<file path="config.mk">
export PLATFORM = sky130hd
export DESIGN_NAME = df_deadlock_detector
export DESIGN_NICKNAME = d
export VERILOG_FILES = /design/src/rtl/df_dl_pkg.sv /design/src/rtl/df_deadlock_detector.sv
export SDC_FILE = /design/constraint.sdc
export NUM_CORES = 1
export LEC_CHECK = 0
export ABC_AREA = 1
export BUFFER_PORTS_ARGS = -buffer_cell sky130_fd_sc_hd__buf_4
export CAP_MARGIN = 20
export CORE_MARGIN = 2
export CORE_UTILIZATION = 30
export CTS_CLUSTER_SIZE = 25
export DETAILED_ROUTE_END_ITERATION = 8
export GPL_TIMING_DRIVEN = 0
export SKIP_CTS_REPAIR_TIMING = 1
export SKIP_LAST_GASP = 1
export SLEW_MARGIN = 20
export SYNTH_ARGS = -nofsm -noshare
export SYNTH_HDL_FRONTEND = slang
export SYNTH_SLANG_ARGS = --single-unit
</file>
<file path="constraint.sdc">
create_clock -name clock -period 3.23 [get_ports clock]
set_clock_uncertainty 0.15 [all_clocks]
set_input_delay 0.4845 -clock clock [delete_from_list [all_inputs] [get_ports clock]]
set_output_delay 0.4845 -clock clock [all_outputs]
set_load 0.05 [all_outputs]
</file>
<file path="src/rtl/df_dl_pkg.sv">
`default_nettype none
// ============================================================================
// Module   : df_dl_pkg
// Purpose  : Shared types and helpers for the dataflow deadlock detector.
//            - dl_state_e        : detector state encoding
//            - lowest_set_index  : priority encoder (lowest index wins)
//            - all_blocked       : true when at least one process is active and
//                                  every active process is blocked
// Ports    : none (package)
// Revision : 1.0 - initial release
// ============================================================================
package df_dl_pkg;

  // Helpers operate on a fixed-width vector; callers zero-extend narrower
  // process vectors to this width. Builds with more processes must raise it.
  localparam int c_max_proc = 32;

  typedef enum logic [2:0] {
    IDLE     = 3'd0,
    WATCH    = 3'd1,
    SUSPECT  = 3'd2,
    DEADLOCK = 3'd3,
    FINISHED = 3'd4
  } dl_state_e;

  // Returns the lowest set bit position, or 0 for an all-zero mask.
  function automatic int unsigned lowest_set_index(input logic [c_max_proc-1:0] mask);
    lowest_set_index = 0;
    for (int i = c_max_proc - 1; i >= 0; i--) begin
      if (mask[i]) lowest_set_index = i;
    end
  endfunction

  // Upper (unused) bits of active are zero, so the inverted upper bits of
  // blocked never contribute.
  function automatic logic all_blocked(input logic [c_max_proc-1:0] active,
                                       input logic [c_max_proc-1:0] blocked);
    all_blocked = (active != '0) && ((active & ~blocked) == '0);
  endfunction

endpackage
`default_nettype wire

</file>
<file path="src/rtl/df_deadlock_detector.sv">
`default_nettype none
// ============================================================================
// Module   : df_deadlock_detector
// Purpose  : Watchdog for one HLS dataflow region. Declares a sticky deadlock
//            when every active process has been blocked on a channel, with an
//            unchanged blocked pattern and no handshake progress, for
//            THRESHOLD consecutive cycles.
// Ports    :
//   clock, reset        - clock, synchronous active-high reset
//   enable              - detection enable (0 forces IDLE)
//   region_idle         - region has no work in flight (forces IDLE)
//   finish              - end of run; moves to terminal FINISHED state
//   proc_active         - per-process started-and-not-done
//   proc_cin_stall      - per-process waiting on empty input channel
//   proc_cout_stall     - per-process waiting on full output channel
//   proc_progress       - per-process channel handshake this cycle
//   find_df_deadlock    - sticky deadlock flag (registered)
//   deadlock_mask       - blocked-process snapshot at detection
//   deadlock_first      - lowest index set in deadlock_mask
//   suspect_events      - saturating count of SUSPECT entries
//   busy                - registered decode: state is WATCH or SUSPECT
// Revision : 1.0 - initial release
// ============================================================================
module df_deadlock_detector
  import df_dl_pkg::*;
#(
  parameter int N_PROC    = 4,
  parameter int THRESHOLD = 1024,
  parameter int EVT_W     = 16
) (
  input  logic                      clock,
  input  logic                      reset,
  input  logic                      enable,
  input  logic                      region_idle,
  input  logic                      finish,
  input  logic [N_PROC-1:0]         proc_active,
  input  logic [N_PROC-1:0]         proc_cin_stall,
  input  logic [N_PROC-1:0]         proc_cout_stall,
  input  logic [N_PROC-1:0]         proc_progress,
  output logic                      find_df_deadlock,
  output logic [N_PROC-1:0]         deadlock_mask,
  output logic [$clog2(N_PROC)-1:0] deadlock_first,
  output logic [EVT_W-1:0]          suspect_events,
  output logic                      busy
);

  localparam int c_cnt_w   = $clog2(THRESHOLD + 1);
  localparam int c_first_w = $clog2(N_PROC);

  dl_state_e           r_state;
  dl_state_e           w_state_next;
  logic [c_cnt_w-1:0]  r_count;
  logic [c_cnt_w-1:0]  w_count_next;
  logic [N_PROC-1:0]   r_snapshot;
  logic [N_PROC-1:0]   w_snapshot_next;
  logic                w_event_inc;
  logic [N_PROC-1:0]   w_blocked;
  logic                w_all_blocked;
  logic                w_same_pattern;
  logic                w_detect;

  // Progress overrides a stall: a process that handshaked this cycle is not
  // blocked even if its stall indication is also high.
  assign w_blocked      = proc_active & (proc_cin_stall | proc_cout_stall) & ~proc_progress;
  assign w_all_blocked  = all_blocked(c_max_proc'(proc_active), c_max_proc'(w_blocked));
  assign w_same_pattern = (w_blocked == r_snapshot);

  // Next-state / next-count logic.
  always_comb begin
    w_state_next    = r_state;
    w_count_next    = r_count;
    w_snapshot_next = r_snapshot;
    w_event_inc     = 1'b0;

    unique case (r_state)
      IDLE, WATCH, SUSPECT: begin
        if (finish) begin
          // finish beats a detecting sample in the same cycle
          w_state_next    = FINISHED;
          w_count_next    = '0;
          w_snapshot_next = '0;
        end else if (!enable || region_idle) begin
          w_state_next    = IDLE;
          w_count_next    = '0;
          w_snapshot_next = '0;
        end else if (r_state == IDLE) begin
          w_state_next = WATCH;
          w_count_next = '0;
        end else if (r_state == WATCH) begin
          w_count_next = '0;
          if (w_all_blocked) begin
            w_state_next    = SUSPECT;
            w_count_next    = c_cnt_w'(1);
            w_snapshot_next = w_blocked;
            w_event_inc     = 1'b1;
          end
        end else begin
          // SUSPECT: count holds the number of samples already in the streak
          if (w_all_blocked && w_same_pattern) begin
            w_count_next = r_count + c_cnt_w'(1);
            if (r_count == c_cnt_w'(THRESHOLD - 1)) begin
              w_state_next = DEADLOCK;
            end
          end else begin
            w_state_next = WATCH;
            w_count_next = '0;
          end
        end
      end
      DEADLOCK: begin
        w_state_next = DEADLOCK;
      end
      FINISHED: begin
        w_state_next = FINISHED;
        w_count_next = '0;
      end
      default: begin
        w_state_next    = IDLE;
        w_count_next    = '0;
        w_snapshot_next = '0;
      end
    endcase
  end

  assign w_detect = (w_state_next == DEADLOCK) && (r_state != DEADLOCK);

  always_ff @(posedge clock) begin
    if (reset) begin
      r_state          <= IDLE;
      r_count          <= '0;
      r_snapshot       <= '0;
      find_df_deadlock <= 1'b0;
      deadlock_mask    <= '0;
      deadlock_first   <= '0;
      suspect_events   <= '0;
      busy             <= 1'b0;
    end else begin
      r_state    <= w_state_next;
      r_count    <= w_count_next;
      r_snapshot <= w_snapshot_next;
      busy       <= (w_state_next == WATCH) || (w_state_next == SUSPECT);

      if (w_event_inc && (suspect_events != '1)) begin
        suspect_events <= suspect_events + EVT_W'(1);
      end

      // Detection outputs are only ever written on entry to DEADLOCK, so they
      // remain 0 in every other state, including FINISHED.
      if (w_detect) begin
        find_df_deadlock <= 1'b1;
        deadlock_mask    <= r_snapshot;
        deadlock_first   <= c_first_w'(lowest_set_index(c_max_proc'(r_snapshot)));
      end
    end
  end

endmodule
`default_nettype wire

</file>
==> reports/metrics.yaml <==
status: "finished, final reports clean"
cts_max_level: 2
r2r_slack_ns: 0.91
drive_gt1_share_pct: 18.61
ys_ff_latch: 42
cts_root_buf: "clkbuf_8"
antenna_found_initial: 0
clock_sinks: 42
cp.required_ns: 3.25
drc: 0
r2r-start: "r_count[0]"
synth_edf_count: 0
cp_max_fo: 9
p_leak_uw: 0.001195
synthMostInstantiatedCell: "nand2_1"
drv_slew: 0
num_antenna_cells: 0
worstSetupPathType: "reg -> reg"
fp-row-count: 32
relSlewSlack_pct: 63.96
holdCritStartpoint: "find_df_deadlock"
area_delta_synth_final_pct: 24.97
die-area_um2: 8679
setup_viol: 0
ir_drop_mv: 0.2298
dr_total_vias: 2399
synth-seq-area-share_pct: 35.26
nFillCells: 832
drv_cap: 0
cp-startpoint: "r_count[0]"
insertion_delay_ns: 0.30
grt_pass1_vias: 2277
place_ws_ns: 0.8498
grt_usage_pct: 14.51
cts_buffer_depth: 2
core_um2: 7727
synthTopCellsByCount: "nand2_1 (74), inv_1 (53), dfxtp_1 (42), nor2_1 (42), a21oi_1 (26)"
synth_top_area_share_pct: 35.26
final_nets: 425
finalCriticalPeriod_ns: 2.321
synth_largest_area_cell: "dfxtp_1"
multiInputGateArea_um2: 1314
ys_warn_count: 0
synth.net_count: 374
synth_cells: 351
grt_pass1_wl_um: 10210
p_per_area_nw_per_um2: 378.0
via_per_inst: 4.750
worstHoldPathCells: 2
grt_max_degree: 15
wire_per_inst_um: 11.55
worstHoldPathType: "reg -> reg"
worst_pin_slew_ns: 0.5364
fin_cells: 505
worstPathArrival_ns: 2.34
synthesis.area_um2: 2385
dr.pass1.iters: 4
r2r_end: "deadlock_mask[0]"
cts_inserted_buffers: 5
ys_async_sr_fraction_pct: 0
hold_viol: 0
final.period_utilization_pct: 71.87
rsz0062_at_grt: "no"
synth_cell_types: 35
r2r_cells: 12
synth.avg_cell_area_um2: 6.794
ys_top_cells_by_area: "dfxtp_1 (35%), nand2_1 (12%), inv_1 (8.3%), nor2_1 (6.6%), a21oi_1 (5.5%)"
ioPinCount: 45
setup-tns-final_ns: 0
hold_end: "find_df_deadlock"
cts_tree: "built"
worst_slack_ns: 0.9087
io_buffers: 44
drtIter0Drc: 135
place.gp.congestion: 0.9015
max_freq_mhz: 430.8
wl_um: 5832
overflow: 0
cp-start-kind: "flop"
ys.flop_type: "dfxtp_1"
initial_core_util_pct: 30.86
ant_nets: 0
cts.clk_slew.worst_paths_ns: 0.08
die_x_um: 93.16
dp_cells: 497
dp_hpwl_um: 4602
die_h_um: 93.16
endpoint_kind: "flop"
holdWs_ns: 0.3221
ff_latch_area_um2: 840.8
area by class of cell:
class | count | area share, %
Multi-Input combinational cell | 249 | 44.08
Sequential cell | 42 | 28.21
Timing Repair Buffer | 44 | 11.08
Inverter | 55 | 6.927
Tap cell | 102 | 4.282
Clock buffer | 5 | 2.309
Clock inverter | 3 | 2.309
Buffer | 5 | 0.7976
metal layers:
| metal | routed length (um) | up-vias | global-route usage (%) |
|---|---|---|---|
| met4 | 59 | 0 | 4.044 |
| met3 | 247 | 5 | 3.707 |
| met5 | 0 | - | 0 |
| li1 | - | 1255 | - |
| met1 | 2677 | 1101 | 18.32 |
| met2 | 2847 | 38 | 24.52 |
stage by stage:
stage | area [um2] | power [uW] | util, %
floorplan | 2385 | 603.3 | -
global placement | 2843 | 640.6 | 36.79
detailed placement | 2843 | 641.9 | 36.79
CTS | 2980 | 1141 | 38.57
global route | 2980 | 1178 | 38.57
finish | 2980 | 1127 | 38.57
cells by family after synthesis:
group                      share of synthesized area [%]
AOI/OAI and AO/OA                                  14.90
buffers and inverters                              9.653
adders and majority gates                          1.049
and+or+nand+nor                                    36.57
xor gates and xnor gates                           2.571
DFF                                                35.26
cells in the final DEF, fill, tap and decap left out, types with 2 or more instances in the layout:
cell type   n
a211oi_1    6
a21oi_1    26
a21oi_4     2
a221oi_1    2
a31oi_1     4
buf_4      44
bufinv_16   2
clkbuf_1    4
clkbuf_8    5
dfxtp_1    42
ha_1        2
inv_1      53
nand2_1    74
nand2_2     4
nand3_1    19
nand3b_1    2
nand4_1    12
nor2_1     42
nor2_2      3
nor2_4      4
nor3_1     12
nor4_1      4
o21ai_0    11
o21ai_1     3
o21ai_2     2
xor2_1      6
how the worst max path moves through the flow:
stage	slack, ns	endpoint	depth (start not counted)
floorplan	0.89	suspect_events[9]	9
global placement	0.89	deadlock_mask[3]	15
detailed placement	0.85	r_count[3]	15
CTS	0.91	suspect_events[9]	9
global route	0.65	suspect_events[15]	9
finish	0.91	deadlock_mask[0]	12
power by group:
group          switching [uW]  total (uW)  internal, uW
registers                6.78         530           523
clock network             188         498           310
logic                    59.5        98.6          39.1
total                     254        1130           872
registers in the layout (all words and copies together) (netlist names):
| register | cells |
|---|---|
| r_snapshot | 4 |
| suspect_events | 16 |
| r_count | 11 |
| find_df_deadlock | 1 |
| deadlock_first | 2 |
| deadlock_mask | 4 |
| r_state | 3 |
| busy | 1 |
critical path, cell delays in order, from the launching register on:
cell and delay, ns:
dfxtp_1 0.38, ha_1 0.18, nand3_1 0.12, nor2_1 0.20, nand4_1 0.22, nand2_1 0.11, nand3_1 0.07, nand2_1 0.09
nand2_2 0.06, a21oi_4 0.28, nand3_4 0.16, nand2_1 0.09, a21oi_1 0.06
Note: power is estimated with default switching activity, not from simulation.
